[src/rtl/sprite_palette_bank_pkg.sv]
`default_nettype none
// ============================================================================
//  Module      : sprite_palette_pkg
//  Description : Shared types, the reset-time default colour table and the
//                helper functions used by the sprite palette bank.
//                The default table is held at 4 bits per channel. The bank
//                widens or narrows each entry to its own COLOR_W.
//  Revision    : 1.0  initial release
// ============================================================================
package sprite_palette_pkg;

  localparam int c_def_color_w = 4;
  localparam int c_def_entries = 16;

  typedef struct packed {
    logic [c_def_color_w-1:0] r;
    logic [c_def_color_w-1:0] g;
    logic [c_def_color_w-1:0] b;
  } rgb_t;

  // Entry loaded into every bank on reset. Entries beyond index 15 only
  // exist for INDEX_W > 4 and take the fill colour.
  localparam rgb_t c_fill_rgb = rgb_t'(12'hAEA);

  localparam rgb_t c_default_table [c_def_entries] = '{
    rgb_t'(12'h000), rgb_t'(12'hAEA), rgb_t'(12'hFFF), rgb_t'(12'hF76),
    rgb_t'(12'h050), rgb_t'(12'h050), rgb_t'(12'hAEA), rgb_t'(12'hAEA),
    rgb_t'(12'hAEA), rgb_t'(12'hAEA), rgb_t'(12'hAEA), rgb_t'(12'hAEA),
    rgb_t'(12'hAEA), rgb_t'(12'hAEA), rgb_t'(12'hAEA), rgb_t'(12'hAEA)
  };

  function automatic rgb_t default_entry(input int unsigned idx);
    if (idx < c_def_entries) return c_default_table[idx[3:0]];
    return c_fill_rgb;
  endfunction

  // Rotates indices inside [lo, hi] by offset. The caller keeps
  // offset < span, so one conditional subtract replaces a modulo.
  function automatic int unsigned cycle_map(input int unsigned index,
                                            input int unsigned offset,
                                            input int unsigned lo,
                                            input int unsigned hi);
    int unsigned span;
    int unsigned t;
    span = hi - lo + 1;
    if (index >= lo && index <= hi) begin
      t = index - lo + offset;
      if (t >= span) t = t - span;
      return lo + t;
    end
    return index;
  endfunction

  // Width of a field able to hold 0..n-1, never narrower than one bit.
  function automatic int clog2_min1(input int n);
    return (n <= 1) ? 1 : $clog2(n);
  endfunction

endpackage
`default_nettype wire

[src/rtl/sprite_palette_bank_if.sv]
`default_nettype none
// ============================================================================
//  Module      : sprite_palette_bank_if
//  Description : Lookup, write, cycling-control and result signals of the
//                sprite palette bank.
//                master : pixel path / CPU side (drives requests)
//                slave  : palette bank (drives results)
//  Signals     : rd_valid/rd_bank/rd_index          lookup request
//                wr_en/wr_bank/wr_index/wr_rgb      entry write
//                frame_start/cycle_en               colour cycling control
//                out_valid/red/green/blue/transparent  lookup result
//  Revision    : 1.0  initial release
// ============================================================================
interface sprite_palette_bank_if #(
  parameter int INDEX_W = 4,
  parameter int COLOR_W = 4,
  parameter int BANK_W  = 2
);
  logic                 rd_valid;
  logic [BANK_W-1:0]    rd_bank;
  logic [INDEX_W-1:0]   rd_index;
  logic                 wr_en;
  logic [BANK_W-1:0]    wr_bank;
  logic [INDEX_W-1:0]   wr_index;
  logic [3*COLOR_W-1:0] wr_rgb;
  logic                 frame_start;
  logic                 cycle_en;
  logic                 out_valid;
  logic [COLOR_W-1:0]   red;
  logic [COLOR_W-1:0]   green;
  logic [COLOR_W-1:0]   blue;
  logic                 transparent;

  modport master (
    output rd_valid, rd_bank, rd_index,
    output wr_en, wr_bank, wr_index, wr_rgb,
    output frame_start, cycle_en,
    input  out_valid, red, green, blue, transparent
  );

  modport slave (
    input  rd_valid, rd_bank, rd_index,
    input  wr_en, wr_bank, wr_index, wr_rgb,
    input  frame_start, cycle_en,
    output out_valid, red, green, blue, transparent
  );
endinterface
`default_nettype wire

[src/rtl/sprite_palette_bank_cycle_ctrl.sv]
`default_nettype none
// ============================================================================
//  Module      : palette_cycle_ctrl
//  Description : Frame-synchronous colour-cycling timer. Counts frame_start
//                pulses while cycle_en is high; every CYCLE_PERIOD pulses
//                the rotation offset steps by one, wrapping at SPAN.
//  Ports       : Clk, Reset (async, active-high)
//                frame_start  in   one-cycle pulse per frame
//                cycle_en     in   enable cycling (counter/offset hold if 0)
//                offset       out  current rotation offset, 0..SPAN-1
//  Revision    : 1.0  initial release
// ============================================================================
module palette_cycle_ctrl
  import sprite_palette_pkg::*;
#(
  parameter int SPAN         = 2,
  parameter int CYCLE_PERIOD = 8,
  parameter int OFF_W        = 1
) (
  input  wire              Clk,
  input  wire              Reset,
  input  wire              frame_start,
  input  wire              cycle_en,
  output logic [OFF_W-1:0] offset
);

  localparam int c_cnt_w = clog2_min1(CYCLE_PERIOD);

  logic [c_cnt_w-1:0] r_cnt;
  logic [OFF_W-1:0]   r_offset;
  logic               w_step;

  assign w_step = frame_start && cycle_en;

  always_ff @(posedge Clk or posedge Reset) begin
    if (Reset) begin
      r_cnt    <= '0;
      r_offset <= '0;
    end else if (w_step) begin
      if (r_cnt == c_cnt_w'(CYCLE_PERIOD - 1)) begin
        r_cnt <= '0;
        // SPAN = 1 pins the offset at zero, making cycling a no-op.
        if (r_offset == OFF_W'(SPAN - 1)) r_offset <= '0;
        else                              r_offset <= r_offset + 1'b1;
      end else begin
        r_cnt <= r_cnt + 1'b1;
      end
    end
  end

  assign offset = r_offset;

endmodule
`default_nettype wire

[src/rtl/sprite_palette_bank.sv]
`default_nettype none
// ============================================================================
//  Module      : sprite_palette_bank
//  Description : Multi-bank, runtime-writable sprite palette. Maps a colour
//                index to {R,G,B}, with a two-stage lookup pipeline,
//                a transparency flag and frame-synchronous colour cycling.
//  Ports       : Clk          system clock
//                Reset        asynchronous active-high reset
//                bus (slave)  lookup request, entry write, cycling control
//                             and lookup result (sprite_palette_bank_if)
//  Revision    : 1.0  initial release
// ============================================================================
module sprite_palette_bank
  import sprite_palette_pkg::*;
#(
  parameter int INDEX_W           = 4,
  parameter int COLOR_W           = 4,
  parameter int NUM_BANKS         = 4,
  parameter int TRANSPARENT_INDEX = 1,
  parameter int CYCLE_LO          = 4,
  parameter int CYCLE_HI          = 5,
  parameter int CYCLE_PERIOD      = 8
) (
  input wire                   Clk,
  input wire                   Reset,
  sprite_palette_bank_if.slave bus
);

  localparam int c_num_entries = 2 ** INDEX_W;
  localparam int c_bank_w      = clog2_min1(NUM_BANKS);
  localparam int c_rgb_w       = 3 * COLOR_W;
  localparam int c_span        = CYCLE_HI - CYCLE_LO + 1;
  localparam int c_off_w       = clog2_min1(c_span);
  localparam int c_reps        = (COLOR_W + c_def_color_w - 1) / c_def_color_w;

  // --------------------------------------------------------------------------
  // Parameter sanity
  // --------------------------------------------------------------------------
  if (CYCLE_LO < 0 || CYCLE_LO > CYCLE_HI || CYCLE_HI >= c_num_entries) begin : g_chk_cycle_range
    $error("sprite_palette_bank: need 0 <= CYCLE_LO <= CYCLE_HI < NUM_ENTRIES");
  end
  if (TRANSPARENT_INDEX < 0 || TRANSPARENT_INDEX >= c_num_entries) begin : g_chk_transparent
    $error("sprite_palette_bank: TRANSPARENT_INDEX must be < NUM_ENTRIES");
  end
  if (CYCLE_PERIOD < 1) begin : g_chk_period
    $error("sprite_palette_bank: CYCLE_PERIOD must be >= 1");
  end

  // Replicate a 4-bit default nibble MSB-first, then keep the top COLOR_W
  // bits, so narrower widths truncate and wider ones repeat the pattern.
  function automatic logic [COLOR_W-1:0] expand_chan(input logic [c_def_color_w-1:0] n);
    logic [c_def_color_w*c_reps-1:0] rep;
    rep = {c_reps{n}};
    return rep[c_def_color_w*c_reps-1 -: COLOR_W];
  endfunction

  function automatic logic [c_rgb_w-1:0] expand_rgb(input rgb_t c);
    return {expand_chan(c.r), expand_chan(c.g), expand_chan(c.b)};
  endfunction

  // --------------------------------------------------------------------------
  // Colour-cycling timer
  // --------------------------------------------------------------------------
  logic [c_off_w-1:0] w_offset;

  palette_cycle_ctrl #(
    .SPAN         (c_span),
    .CYCLE_PERIOD (CYCLE_PERIOD),
    .OFF_W        (c_off_w)
  ) u_cycle (
    .Clk         (Clk),
    .Reset       (Reset),
    .frame_start (bus.frame_start),
    .cycle_en    (bus.cycle_en),
    .offset      (w_offset)
  );

  // --------------------------------------------------------------------------
  // Write path. A write is staged one cycle before it reaches the table.
  // The table is read one cycle after a lookup is requested, so staging the
  // write makes a same-cycle lookup see the old entry and the following
  // lookup see the new one, without a second read port.
  // --------------------------------------------------------------------------
  logic                r_wb_valid;
  logic [c_bank_w-1:0] r_wb_bank;
  logic [INDEX_W-1:0]  r_wb_index;
  logic [c_rgb_w-1:0]  r_wb_rgb;
  logic                w_wr_ok;

  assign w_wr_ok = bus.wr_en && (int'(bus.wr_bank) < NUM_BANKS);

  always_ff @(posedge Clk or posedge Reset) begin
    if (Reset) begin
      r_wb_valid <= 1'b0;
      r_wb_bank  <= '0;
      r_wb_index <= '0;
      r_wb_rgb   <= '0;
    end else begin
      r_wb_valid <= w_wr_ok;
      if (w_wr_ok) begin
        r_wb_bank  <= bus.wr_bank;
        r_wb_index <= bus.wr_index;
        r_wb_rgb   <= bus.wr_rgb;
      end
    end
  end

  // Flop-based storage so every bank can be reloaded by reset.
  logic [c_rgb_w-1:0] r_mem [NUM_BANKS][c_num_entries];

  always_ff @(posedge Clk or posedge Reset) begin
    if (Reset) begin
      for (int b = 0; b < NUM_BANKS; b++) begin
        for (int unsigned e = 0; e < c_num_entries; e++) begin
          r_mem[b][e] <= expand_rgb(default_entry(e));
        end
      end
    end else if (r_wb_valid) begin
      r_mem[r_wb_bank][r_wb_index] <= r_wb_rgb;
    end
  end

  // --------------------------------------------------------------------------
  // Stage 1: request, effective (cycled) index, transparency from raw index
  // --------------------------------------------------------------------------
  logic [INDEX_W-1:0]  w_eff_index;
  logic                w_rd_oob;
  logic                w_rd_transp;

  logic                r_s1_valid;
  logic [c_bank_w-1:0] r_s1_bank;
  logic [INDEX_W-1:0]  r_s1_index;
  logic                r_s1_transp;
  logic                r_s1_oob;

  assign w_eff_index = INDEX_W'(cycle_map(32'(bus.rd_index), 32'(w_offset),
                                          32'(CYCLE_LO), 32'(CYCLE_HI)));
  assign w_rd_oob    = int'(bus.rd_bank) >= NUM_BANKS;
  assign w_rd_transp = (bus.rd_index == INDEX_W'(TRANSPARENT_INDEX)) || w_rd_oob;

  always_ff @(posedge Clk or posedge Reset) begin
    if (Reset) begin
      r_s1_valid  <= 1'b0;
      r_s1_bank   <= '0;
      r_s1_index  <= '0;
      r_s1_transp <= 1'b0;
      r_s1_oob    <= 1'b0;
    end else begin
      r_s1_valid <= bus.rd_valid;
      if (bus.rd_valid) begin
        r_s1_bank   <= bus.rd_bank;
        r_s1_index  <= w_eff_index;
        r_s1_transp <= w_rd_transp;
        r_s1_oob    <= w_rd_oob;
      end
    end
  end

  // --------------------------------------------------------------------------
  // Stage 2: table read; results hold while out_valid is low
  // --------------------------------------------------------------------------
  logic [c_rgb_w-1:0] w_tbl_rgb;
  logic               r_out_valid;
  logic [c_rgb_w-1:0] r_out_rgb;
  logic               r_out_transp;

  always_comb begin
    w_tbl_rgb = '0;
    if (!r_s1_oob) w_tbl_rgb = r_mem[r_s1_bank][r_s1_index];
  end

  always_ff @(posedge Clk or posedge Reset) begin
    if (Reset) begin
      r_out_valid  <= 1'b0;
      r_out_rgb    <= '0;
      r_out_transp <= 1'b0;
    end else begin
      r_out_valid <= r_s1_valid;
      if (r_s1_valid) begin
        r_out_rgb    <= w_tbl_rgb;
        r_out_transp <= r_s1_transp;
      end
    end
  end

  assign bus.out_valid   = r_out_valid;
  assign bus.red         = r_out_rgb[c_rgb_w-1 -: COLOR_W];
  assign bus.green       = r_out_rgb[2*COLOR_W-1 -: COLOR_W];
  assign bus.blue        = r_out_rgb[COLOR_W-1:0];
  assign bus.transparent = r_out_transp;

endmodule
`default_nettype wire

[src/flat_wrapper.sv]
// flat-port wrapper written by rule: the top's interface ports become plain ports
module sprite_palette_bank_flat import sprite_palette_pkg::*;
#(
  parameter int INDEX_W           = 4,
  parameter int COLOR_W           = 4,
  parameter int NUM_BANKS         = 4,
  parameter int TRANSPARENT_INDEX = 1,
  parameter int CYCLE_LO          = 4,
  parameter int CYCLE_HI          = 5,
  parameter int CYCLE_PERIOD      = 8
)
  (Clk, Reset, bus_rd_valid, bus_rd_bank, bus_rd_index, bus_wr_en, bus_wr_bank, bus_wr_index, bus_wr_rgb, bus_frame_start, bus_cycle_en, bus_out_valid, bus_red, bus_green, bus_blue, bus_transparent);
  sprite_palette_bank_if #(.INDEX_W(INDEX_W), .COLOR_W(COLOR_W), .BANK_W(2)) bus_i ();
  input wire Clk;
  input wire Reset;
  input wire logic [$bits(bus_i.rd_valid)-1:0] bus_rd_valid;
  input wire logic [$bits(bus_i.rd_bank)-1:0] bus_rd_bank;
  input wire logic [$bits(bus_i.rd_index)-1:0] bus_rd_index;
  input wire logic [$bits(bus_i.wr_en)-1:0] bus_wr_en;
  input wire logic [$bits(bus_i.wr_bank)-1:0] bus_wr_bank;
  input wire logic [$bits(bus_i.wr_index)-1:0] bus_wr_index;
  input wire logic [$bits(bus_i.wr_rgb)-1:0] bus_wr_rgb;
  input wire logic [$bits(bus_i.frame_start)-1:0] bus_frame_start;
  input wire logic [$bits(bus_i.cycle_en)-1:0] bus_cycle_en;
  output wire logic [$bits(bus_i.out_valid)-1:0] bus_out_valid;
  output wire logic [$bits(bus_i.red)-1:0] bus_red;
  output wire logic [$bits(bus_i.green)-1:0] bus_green;
  output wire logic [$bits(bus_i.blue)-1:0] bus_blue;
  output wire logic [$bits(bus_i.transparent)-1:0] bus_transparent;
  assign bus_i.rd_valid = bus_rd_valid;
  assign bus_i.rd_bank = bus_rd_bank;
  assign bus_i.rd_index = bus_rd_index;
  assign bus_i.wr_en = bus_wr_en;
  assign bus_i.wr_bank = bus_wr_bank;
  assign bus_i.wr_index = bus_wr_index;
  assign bus_i.wr_rgb = bus_wr_rgb;
  assign bus_i.frame_start = bus_frame_start;
  assign bus_i.cycle_en = bus_cycle_en;
  assign bus_out_valid = bus_i.out_valid;
  assign bus_red = bus_i.red;
  assign bus_green = bus_i.green;
  assign bus_blue = bus_i.blue;
  assign bus_transparent = bus_i.transparent;
  sprite_palette_bank #(.INDEX_W(INDEX_W), .COLOR_W(COLOR_W), .NUM_BANKS(NUM_BANKS), .TRANSPARENT_INDEX(TRANSPARENT_INDEX), .CYCLE_LO(CYCLE_LO), .CYCLE_HI(CYCLE_HI), .CYCLE_PERIOD(CYCLE_PERIOD)) u_core (.Clk(Clk), .Reset(Reset), .bus(bus_i));
endmodule
[config.mk]
export PLATFORM = sky130hd
export DESIGN_NAME = sprite_palette_bank_flat
export DESIGN_NICKNAME = d
export VERILOG_FILES = /design/src/rtl/sprite_palette_bank_pkg.sv /design/src/rtl/sprite_palette_bank_if.sv /design/src/rtl/sprite_palette_bank_cycle_ctrl.sv /design/src/rtl/sprite_palette_bank.sv /design/src/flat_wrapper.sv
export SDC_FILE = /design/constraint.sdc
export NUM_CORES = 2
export LEC_CHECK = 0
export CAP_MARGIN = 15
export CORE_MARGIN = 4
export CORE_UTILIZATION = 33
export CTS_BUF_LIST = sky130_fd_sc_hd__clkbuf_8
export CTS_CLUSTER_SIZE = 40
export DETAILED_ROUTE_END_ITERATION = 8
export PLACE_DENSITY = 0.55
export SLEW_MARGIN = 10
export SYNTH_ARGS = -nofsm -noshare
export SYNTH_HDL_FRONTEND = slang
export SYNTH_SLANG_ARGS = --single-unit
export TNS_END_PERCENT = 50
[constraint.sdc]
create_clock -name Clk -period 25.2 [get_ports Clk]
set_input_delay 2.52 -clock Clk [delete_from_list [all_inputs] [get_ports Clk]]
set_output_delay 2.52 -clock Clk [all_outputs]
set_load 0.01 [all_outputs]
# ---- Word-level counts from Yosys, hierarchy flattened
# Cells that the tools add are included.
dict set report classes {
  n_reduce_logical 5
  add_sub_neg 6
  n_bitwise 4
  n_eq_ne 2
  n_lt_le_gt_ge 9
  muxes 18
}
# cell n
set op_table {}
lappend op_table {{$bwmux W768} 1}
lappend op_table {{$mux W192} 3}
lappend op_table {{$bmux W192 S2} 1}
lappend op_table {{$demux W192 S2} 1}
lappend op_table {{$bmux W12 S4} 1}
lappend op_table {{$demux W12 S4} 1}
lappend op_table {{$mux W12} 3}
lappend op_table {{$add A32 B1 Y32} 1}
lappend op_table {{$ge A32 B2 Y1 const B} 1}
lappend op_table {{$mux W4} 4}
lappend op_table {{$ge A5 B5 Y1 const B} 2}
lappend op_table {{$not A4 Y5} 2}
lappend op_table {{$ge A3 B3 Y1 const B} 2}
lappend op_table {{$not A2 Y3} 2}
lappend op_table {{$lt A5 B1 Y1 const B} 1}
lappend op_table {{$sub A4 B3 Y5 const B} 1}
lappend op_table {{$add A3 B4 Y4 const A} 1}
lappend op_table {{$eq A4 B1 Y1 const B} 1}
lappend op_table {{$ge A4 B3 Y1 const B} 1}
lappend op_table {{$le A4 B3 Y1 const B} 1}
lappend op_table {{$logic_and A1 B1 Y1} 4}
lappend op_table {{$sub A4 B2 Y4 const B} 1}
lappend op_table {{$add A3 B1 Y3 const B} 1}
lappend op_table {{$eq A3 B3 Y1 const B} 1}
lappend op_table {{other kinds (5)} 6}
dict set report word_totals {
  output_inout_bits 14
  inputBits 30
  elab_cells 121
  reg_bits 813
}

# ---- Logic depth before layout (Yosys ltp)
dict set report logic_depth {
  ltp_word 8
  ltp_mapped 11
  ltp_nobuf 11
}

# ---- Hierarchy
# A second synthesis with hierarchy kept.
dict set report unflattened {
  hier_cells 2518
  area_unflattened_um2 37722.4
}
# module area_per_inst_um2 instances seq_area_each_um2 cells_each
set modules_own_cells {}
lappend modules_own_cells {sprite_palette_bank 37524.7 1 20754.9 2504}
lappend modules_own_cells {palette_cycle_ctrl 197.7 1 100.1 14}

# ---- Worst setup path before layout
# OpenSTA, ideal clock, no wires.
dict set report synth_timing {
  path_kind {input to register}
  start {input port bus_rd_index[3]}
  end {register u_core.r_s1_index[1]}
  stages 11
  path_slack_ns 20.955
  t_required_ns 25.076
  n_path_buf 0
  arrival_time_ns 4.120
  setup_ns 0.124
  path_cell_list {inv_1 -> ha_1 -> nand4b_1 -> inv_1 -> nand2_1 -> ha_1 -> nor4b_1 -> and4b_1 -> nand4b_1 -> a21boi_0 -> o31ai_1}
}
dict set report synth_via {
  elab_chain_cells 8
  word_cells_on_any_way 12
  classes_between {add/sub: 3; order compare: 3; mux: 5; reduce/logical: 1}
}
# element line_no
set synth_lines {}
lappend synth_lines {{start, declared} flat_wrapper.sv:18} ;# input wire logic [$bits(bus_i.rd_index)-1:0] bus_rd_index;
lappend synth_lines {{$sub A4 B3 Y5} sprite_palette_bank_pkg.sv:47} ;# t = index - lo + offset;
lappend synth_lines {{$add A32 B1 Y32} sprite_palette_bank_pkg.sv:47}
lappend synth_lines {{$ge A32 B2 Y1} sprite_palette_bank_pkg.sv:48} ;# if (t >= span) t = t - span;
lappend synth_lines {{$mux W4} sprite_palette_bank_pkg.sv:48}
lappend synth_lines {{$mux W4} sprite_palette_bank_pkg.sv:46} ;# if (index >= lo && index <= hi) begin
lappend synth_lines {{$add A3 B4 Y4} sprite_palette_bank_pkg.sv:49} ;# return lo + t;
lappend synth_lines {{$mux W4} sprite_palette_bank_pkg.sv:46}
lappend synth_lines {{$mux W4 (*)} sprite_palette_bank_pkg.sv:51} ;# return index;
lappend synth_lines {{end signal, assigned} sprite_palette_bank.sv:152} ;# r_s1_index <= w_eff_index;
lappend synth_lines {{end, declared} sprite_palette_bank.sv:132} ;# logic [INDEX_W-1:0] r_s1_index;
# Every way passes the cells marked *; elsewhere a longest branch is shown, timed or not. The select of a mux whose other input is x is not followed.
# A chain may end at the register's enable or synchronous reset.

==> results.json <==
{
  "clock_latency_ps": 790,
  "routed_wl_mm": 96.96,
  "numClockSinks": 813,
  "drive_gt1_frac": 0.6779,
  "place_hpwl_mm": 59.70,
  "synth-seq-area-share": 0.5532,
  "timing.fmax_mhz": 160.1,
  "reg2reg_slack_ps": 20720,
  "drc": 0,
  "grt_pass1_wl_mm": 147.9,
  "ant_nets": 0,
  "finalHoldViolCount": 0,
  "crit_type": "input pin to async pin",
  "tns_ps": 0,
  "via_count": 20800,
  "reg2regPathDepth": 7,
  "cp_cell_sequence": "clkdlybuf4s50_1 -> inv_8 -> buf_4 -> buf_4 -> buf_4 -> buf_4",
  "placed_area_sq_um": 39400,
  "grt_pass1_vias": 22760,
  "ys_warn_count": 0,
  "slew_violations": 0,
  "drv_cap": 0,
  "netlist-cell-type-count": 48,
  "ys_seq_elements": 813,
  "clockBufferDepth": 3,
  "die_area_sq_um": 119700,
  "rows": 123,
  "cp_slowest_cell": "buf_4",
  "design_area_sq_um": 42210,
  "use_met1": 0.2177,
  "startpoint": "Reset",
  "min-delay-start": "u_core.r_mem[416]",
  "synth-simple-area-share": 0.01869,
  "r2r-start": "u_core.r_s1_bank[0]",
  "r2r_end": "u_core.r_out_rgb[7]",
  "cpPeakStageDelay_ps": 880,
  "h-tree-depth": 4,
  "setup-violations-final": 0,
  "clk_transition_reported_paths_ps": 60,
  "synth_top_family_by_area": "multiplexers",
  "syn_inst": 2394,
  "ys.flop_type": "dfstp_2",
  "end_kind": "async pin",
  "status": "finished clean",
  "min_period_over_period": 0.2479,
  "synth-adder-area-share": 0.004646,
  "gp_congestion": 0.7524,
  "areaGrowthSynthToFinish_pct": 11.95,
  "synth_compound_area_frac": 0.02068,
  "cts_setup_buffers": 0,
  "rsz0062_at_grt": "false",
  "hp-class": "flop to flop",
  "syn_area_sq_um": 37700,
  "cp_max_fo": 112,
  "dr.first_iter.drc_count": 1070,
  "synth_xor_area_frac": 0.001162,
  "core_region_area_sq_um": 113000,
  "cts-resized-gates": 0,
  "power_density_nw_per_um2": 93.31,
  "die_w_um": 346.0,
  "power.total_mw": 3.938,
  "grt.overflow.total": 0,
  "clock-root-buffer": "clkbuf_8",
  "hold_buffers": 0,
  "grt_antenna_before_repair": 2,
  "min_period_ps": 6248,
  "final_nets": 2452,
  "grt_start_max_net_pins": 187,
  "final_cell_mix": "mux2_2 (839), dfstp_2 (408), dfrtp_1 (390), mux4_2 (178), clkbuf_8 (172)",
  "whs_endpoint": "u_core.r_mem[416]",
  "mostFrequentLayoutCell": "mux2_2",
  "synth_top_area_cell": "dfstp_2",
  "routedWlPerCell_um": 24.03,
  "instances_no_fill": 4034,
  "start_util": 0.3337,
  "crit_required_ps": 25970,
  "drt-vias-per-instance": 5.156,
  "yosysTopAreaCellShare": 0.2844,
  "io_pins": 44,
  "synth_edf_count": 0,
  "slew_headroom": 0.2198,
  "arrival_ps": 7010,
  "clock_skew_ps": 28.93,
  "port_buffers": 43,
  "grt_util_met2": 0.2678,
  "ir_drop_v": 0.00004762,
  "critPathMostFrequentCell": "buf_4",
  "cts_buffers": 140,
  "fp.dieH_um": 346.0,
  "first_pass_iters": 5,
  "async_flop_share": 1.000,
  "syn-num-nets": 2438,
  "avgSynthCellArea_sq_um": 15.75,
  "worst_slew_pin_slew_ps": 1170,
  "top_usage_layer": "met2",
  "hold_path_depth": 1,
  "synthMuxAreaShare": 0.3716,
  "leakage_nw": 18.16,
  "netlist_top_cells_area": "dfstp_2 (28%), dfrtp_1 (27%), mux2_2 (25%)",
  "use_met3": 0.03347,
  "track_usage": 0.1615,
  "start_kind": "input pin",
  "dp.cells": 3765,
  "cts_tree": "yes"
}
## cell families (layout without fill, tap and decap cells)
family,after synthesis,after routing
xor gates and xnor gates,5,5
adders and majority gates,14,14
muxes,1069,1069
buffers and inverters,237,370
AOI/OAI and AO/OA,108,108
and+or+nand+nor,148,148
DFF,813,813
other,0,7
## metal layers
layer,up-vias,routed length [um]
met4,0,1622
met2,338,47710
met1,11430,43760
met5,-,0
li1,8910,-
met3,122,3857
## flip-flops by register name (all words and copies together), names as in the netlist, 2 cells and up
name,flops
u_core.r_out_rgb,12
u_core.r_wb_bank,2
u_core.r_mem,768
u_core.r_wb_index,4
u_core.r_s1_index,4
u_core.r_s1_bank,2
u_core.r_wb_rgb,12
u_core.u_cycle.r_cnt,3
## power by group
group | switching, mW | leakage [nW] | total (mW) | internal, mW
Sequential | 0.174 | 9.57 | 1.89 | 1.72
Clock | 0.543 | 1.67 | 1.16 | 0.620
Combinational | 0.402 | 6.92 | 0.884 | 0.482
Total | 1.12 | 18.2 | 3.94 | 2.82
## cell usage after synthesis (2+ instances only)
| cell | instances |
|---|---|
| dfstp_2 | 408 |
| buf_2 | 79 |
| nor2_1 | 41 |
| o22ai_1 | 24 |
| nand4_1 | 2 |
| inv_1 | 8 |
| mux2_2 | 839 |
| o221ai_1 | 12 |
| nand2b_1 | 6 |
| mux2i_1 | 49 |
| a221oi_2 | 9 |
| xor2_1 | 2 |
| or3b_2 | 2 |
| clkbuf_1 | 120 |
| nand3b_1 | 2 |
| o21ai_0 | 11 |
| nor2b_1 | 14 |
| buf_6 | 11 |
| buf_1 | 3 |
| a21oi_1 | 26 |
| mux4_2 | 178 |
| nand3_1 | 2 |
| a221oi_1 | 16 |
| nand2_1 | 54 |
| dfrtp_1 | 405 |
| or2_2 | 5 |
| ha_1 | 14 |
| xnor2_1 | 3 |
| nand4b_1 | 4 |
| a31oi_1 | 2 |
| buf_4 | 16 |
| mux4_1 | 2 |
| nor3_1 | 7 |
| o21ai_1 | 4 |
## through the flow
stage / utilization / setup slack (ps) / hold WS, ps
5_1_grt: 0.3735 / 18300 / 508.2
6_report: 0.3736 / 18950 / 498.9
4_1_cts: 0.3734 / 18830 / 501.4
2_1_floorplan: - / 521.2 / 449.2
3_5_place_dp: 0.3488 / 17940 / 488.0
3_3_place_gp: 0.3488 / 18150 / 481.3
## final cells by class
type                       count  area, sq um
fill                       10530        70750
sequential                   813        20880
multi-input combinational   1344        15720
clock buffer                 172         2367
tap                         1500         1877
timing repair buffer         101        888.4
clock inverter                89        414.1
inverter                       8        37.54
antenna                        7        17.52
## worst max-delay path: cells and delay by family
family	cells	cell delay (ps)
buffers and inverters	6	4300
## how the worst max path moves through the flow
stage,to,cells past startpoint
floorplan,u_core.bus.out_valid,1
global placement,u_core.r_s1_index[0],6
detailed placement,u_core.r_s1_index[0],6
CTS,u_core.r_s1_index[2],6
global route,u_core.r_s1_index[2],6
finish,u_core.r_s1_index[2],6
Note: power is estimated with default switching activity, not from simulation.
